==> src/rtl/kronos_mem_arb.sv <==
// Arbiter between instruction fetch and load/store onto one shared req/ack memory bus.
// Data wins by default; a capped data streak lets a waiting fetch through.
//
// state     | meaning
// ----------+-----------------------------------------------------------
// IDLE      | no owner; arbitrate pending requests, mem_req low
// GNT_INSTR | fetch owns the bus until mem_ack
// GNT_DATA  | load/store owns the bus until mem_ack
module kronos_mem_arb #(
  parameter int unsigned MAX_DATA_BURST = 4
) (
  input  logic        clk,
  input  logic        rstz,
  input  logic [31:0] instr_addr,
  input  logic        instr_req,
  output logic [31:0] instr_data,
  output logic        instr_ack,
  input  logic [31:0] data_addr,
  input  logic [31:0] data_wr_data,
  input  logic [3:0]  data_mask,
  input  logic        data_wr_en,
  input  logic        data_req,
  output logic [31:0] data_rd_data,
  output logic        data_ack,
  output logic [31:0] mem_addr,
  output logic [31:0] mem_wr_data,
  output logic [3:0]  mem_mask,
  output logic        mem_wr_en,
  output logic        mem_req,
  input  logic [31:0] mem_rd_data,
  input  logic        mem_ack
);

  typedef enum logic [1:0] {
    IDLE      = 2'd0,
    GNT_INSTR = 2'd1,
    GNT_DATA  = 2'd2
  } state_t;

  localparam logic [3:0] L_MAX_BURST = 4'(MAX_DATA_BURST);

  state_t     r_state;
  logic [3:0] r_streak;
  logic       r_mem_req;

  always_ff @(posedge clk or negedge rstz) begin
    if (!rstz) begin
      r_state   <= IDLE;
      r_streak  <= '0;
      r_mem_req <= 1'b0;
    end else begin
      case (r_state)
        IDLE: begin
          // streak counts data grants taken while a fetch was waiting
          if (data_req && (!instr_req || r_streak != L_MAX_BURST)) begin
            r_state   <= GNT_DATA;
            r_mem_req <= 1'b1;
            if (!instr_req)
              r_streak <= '0;
            else if (r_streak < L_MAX_BURST)
              r_streak <= r_streak + 4'd1;
          end else if (instr_req) begin
            r_state   <= GNT_INSTR;
            r_mem_req <= 1'b1;
            r_streak  <= '0;
          end
        end
        GNT_INSTR, GNT_DATA: begin
          if (mem_ack) begin
            r_state   <= IDLE;
            r_mem_req <= 1'b0;
          end
        end
        default: begin
          r_state   <= IDLE;
          r_mem_req <= 1'b0;
        end
      endcase
    end
  end

  always_comb begin
    mem_addr    = '0;
    mem_wr_data = '0;
    mem_mask    = '0;
    mem_wr_en   = 1'b0;
    case (r_state)
      GNT_INSTR: begin
        mem_addr = instr_addr;
        mem_mask = 4'hF;
      end
      GNT_DATA: begin
        mem_addr    = data_addr;
        mem_wr_data = data_wr_data;
        mem_mask    = data_mask;
        mem_wr_en   = data_wr_en;
      end
      default: ;
    endcase
  end

  assign mem_req      = r_mem_req;
  assign instr_ack    = (r_state == GNT_INSTR) && mem_ack;
  assign data_ack     = (r_state == GNT_DATA) && mem_ack;
  assign instr_data   = mem_rd_data;
  assign data_rd_data = mem_rd_data;

endmodule

==> config.mk <==
export PLATFORM = sky130hd
export DESIGN_NAME = kronos_mem_arb
export DESIGN_NICKNAME = d
export VERILOG_FILES = /design/src/rtl/kronos_mem_arb.sv
export SDC_FILE = /design/constraint.sdc
export NUM_CORES = 1
export LEC_CHECK = 0
export ABC_AREA = 1
export CORE_AREA = 2 2 106 108
export CTS_CLUSTER_DIAMETER = 30
export DETAILED_ROUTE_END_ITERATION = 8
export DIE_AREA = 0 0 108 110
export PLACE_DENSITY = 0.72
export SLEW_MARGIN = 20
export SYNTH_ARGS = -nofsm -noshare
export SYNTH_HDL_FRONTEND = slang
export SYNTH_SLANG_ARGS = --single-unit
==> constraint.sdc <==
create_clock -name clk -period 1.9 [get_ports clk]
set_input_delay 0.19 -clock clk [delete_from_list [all_inputs] [get_ports clk]]
set_output_delay 0.19 -clock clk [all_outputs]
set_load 0.02 [all_outputs]
==> impl_metrics.json, run 1 <==
{
  "cap_violations": 0,
  "ys_seq_area_share_pct": 10.17,
  "min_path_type": "input port to async pin",
  "syn_inst": 314,
  "finalHoldViolations": 0,
  "crit_start": "r_state[1]$_DFFE_PN0P_",
  "critPathLaunchType": "flop",
  "synth_top_cell_area_share_pct": 27.89,
  "post-dp-hpwl_um": 6231,
  "layout_common_cells": "nand2_1 (120), clkdlybuf4s50_1 (106), inv_1 (44)",
  "p_seq_share_pct": 7.1,
  "cts_sinks": 7,
  "syn_nets": 457,
  "die_h_um": 110,
  "path_cells": "inv_1 -> ha_1 -> inv_2 -> buf_12 -> a21oi_1 -> clkdlybuf4s15_2",
  "clock_path_buffers": 2,
  "worst-path-stages": 6,
  "clock_latency_ns": 0.22,
  "vias": 2225,
  "start_util_pct": 16.11,
  "nets": 573,
  "use_met1_pct": 14.69,
  "drive_gt1_share_pct": 16.32,
  "ios": 274,
  "crit_arrival_ns": 1.66,
  "power_density_nw_per_um2": 1006,
  "synth_area_sq_um": 1723,
  "syn_avg_cell_area_sq_um": 5.487,
  "critPathMaxFanout": 36,
  "switching_power_mw": 1.748,
  "drtAntennaViolNets": 0,
  "max_clock_freq_mhz": 541.8,
  "antenna_cells": 0,
  "grt-ovfl-total": 0,
  "ys_types": 18,
  "status": "complete, no violations",
  "cts_max_level": 1,
  "port-buffer-count": 177,
  "busiest_layer": "met2",
  "cts_tree": "yes",
  "ctsHoldBuffers": 0,
  "final_common_cell": "nand2_1",
  "post_dp_cell_area_sq_um": 3223,
  "placedCellCount": 561,
  "yosys_warnings": 0,
  "grt_usage_pct": 11.59,
  "setup-violations-final": 0,
  "coreArea_sq_um": 10700,
  "area_growth_pct": 86.35,
  "antenna_found_initial": 1,
  "rsz0062_at_grt": "no",
  "critPathCaptureType": "output pin",
  "relSlewSlack_pct": 78.74,
  "fin_skew_ns": 0.003515,
  "drt_wl_total_um": 7955,
  "min_period_ns": 1.846,
  "globalplace.congestion": 0.7184,
  "finalInstanceArea_sq_um": 3211,
  "p_comb_share_pct": 86.6,
  "numCtsBuffers": 3,
  "slew_violations": 0,
  "num_rows": 38,
  "period_share_pct": 97.14,
  "slowest_delay_ns": 0.36,
  "grt_first_pass_wirelength_um": 11010,
  "required_ns": 1.71,
  "yosys.area.top_type": "buf_4",
  "worst-setup-path-type": "flop to output pin",
  "p_total_mw": 3.229,
  "ys_seq_elements": 7,
  "vias_per_cell": 3.910,
  "grt_util_met3_pct": 4.174,
  "regToRegEndpoint": "r_streak[2]$_DFFE_PN0P_",
  "route.detailed.drc": 0,
  "grt_max_degree": 42,
  "drt_iter0_drc": 85,
  "synthTopCellsByArea": "buf_4 (28%), nand2_1 (26%), a21oi_1 (11%)",
  "worstMarginPinSlew_ns": 0.3179,
  "reg2reg_depth": 7,
  "grt_pass1_vias": 2177,
  "path_clk_slew_ns": 0.04,
  "die-area_sq_um": 11880,
  "die_w_um": 108,
  "p_clk_share_pct": 6.4,
  "wire_per_inst_um": 13.98,
  "cpMaxStageDelayCell": "dfrtp_1",
  "p_int_mw": 1.481,
  "reg2reg_from": "r_state[1]$_DFFE_PN0P_",
  "grt_util_met2_pct": 17.74,
  "path_buf_inv": 4,
  "leakage_nw": 1.678,
  "firstDrtPassIters": 4,
  "rrSetupSlack_ns": 0.47,
  "peakVddDrop_v": 0.0008822,
  "critPathTopFamily": "buffers and inverters",
  "sw_frac_of_total_pct": 54.14,
  "final-instance-count-excl-fill": 569,
  "cts_root_buffer": "clkbuf_8"
}
-- sequential cells by signal, indices dropped and copies added, names as in the netlist --
signal and count:
r_streak 4, mem_req 1, r_state 2
-- repair_timing --
item,CTS,global route
setup buffers,0,2
gates resized for setup,131,34
pin swaps,0,0
gates cloned,0,2
endpoints found under the setup margin,70,59
-- power groups by stage --
stage / Clock (mW) / Sequential, mW / Combinational (mW)
2_1_floorplan: 0 / 0.236 / 1.68
3_3_place_gp: 0 / 0.225 / 2.87
3_5_place_dp: 0 / 0.230 / 2.90
4_1_cts: 0.213 / 0.228 / 2.72
5_1_grt: 0.224 / 0.233 / 3.03
6_report: 0.205 / 0.229 / 2.80
-- worst max path at each step --
stage | endpoint | slack (ns)
2_1_floorplan | mem_addr[14] | 0.40
3_3_place_gp | mem_addr[0] | -0.09
3_5_place_dp | mem_addr[14] | -0.13
4_1_cts | mem_addr[4] | 0.0009
5_1_grt | mem_addr[12] | 0.005
6_report | mem_addr[22] | 0.05
-- layout make-up --
class	count	area, sq um
Clock buffer	3	41.29
Sequential cell	7	175.2
Inverter	47	176.4
Clock inverter	1	5.005
Timing Repair Buffer	190	1793
Fill cell	1195	7487
Multi-Input combinational cell	181	844.6
Tap cell	140	175.2
-- synth_stat cells (all sizes together) --
cell and n:
nand3 6, nor2 7, nand2 122, a21oi 38
inv 47, nand4 1, dfrtp 7, buf 79
o21ai 2, ha 5
-- metrics by stage --
stage	util (%)	setup slack, ns	hold slack [ns]	TNS (ns)
CTS	30.29	0.0009319	0.2311	0
global placement	30.13	-0.09181	0.3802	-0.8530
global route	30.01	0.004881	0.2413	0
floorplan	-	0.4012	-0.1056	0
detailed placement	30.13	-0.1306	0.3802	-2.364
finish	30.01	0.05443	0.2255	0
-- worst register-to-register path: stages (launching register included) --
cell and delay [ns]:
dfrtp_1 0.39, inv_1 0.12, ha_1 0.31, inv_1 0.11, nor2_4 0.16, nand2_1 0.11
nand2_1 0.07, nand2_1 0.05
-- cell families (layout without fill, tap and decap cells) --
group / Yosys count / after routing / synth area share [%]
flip-flops: 7 / 7 / 10.17
buffers and inverters: 126 / 241 / 42.27
AO/OA/AOI/OAI: 40 / 40 / 12.49
adder cells (fa/ha/maj): 5 / 5 / 3.631
AND/OR/NAND/NOR: 136 / 136 / 31.45
-- metal layers --
metal	wire length [um]	up-vias	part of all wire (%)
li1	-	1097	-
met1	3103	967	39
met2	3634	118	46
met3	930	41	12
met4	276	2	3.5
met5	11	-	0.14
(Power assumes the default switching activity.)
==> run 2: changes to the inputs <==
--- a/config.mk
+++ b/config.mk
@@ -7,6 +7,7 @@
 export LEC_CHECK = 0
 export ABC_AREA = 1
 export CORE_AREA = 2 2 106 108
+export CTS_BUF_LIST = sky130_fd_sc_hd__clkbuf_8
 export CTS_CLUSTER_DIAMETER = 30
 export DETAILED_ROUTE_END_ITERATION = 8
 export DIE_AREA = 0 0 108 110
==> results of run 2 <==
Final layout, timing and power as in run 1 (identical DEF).
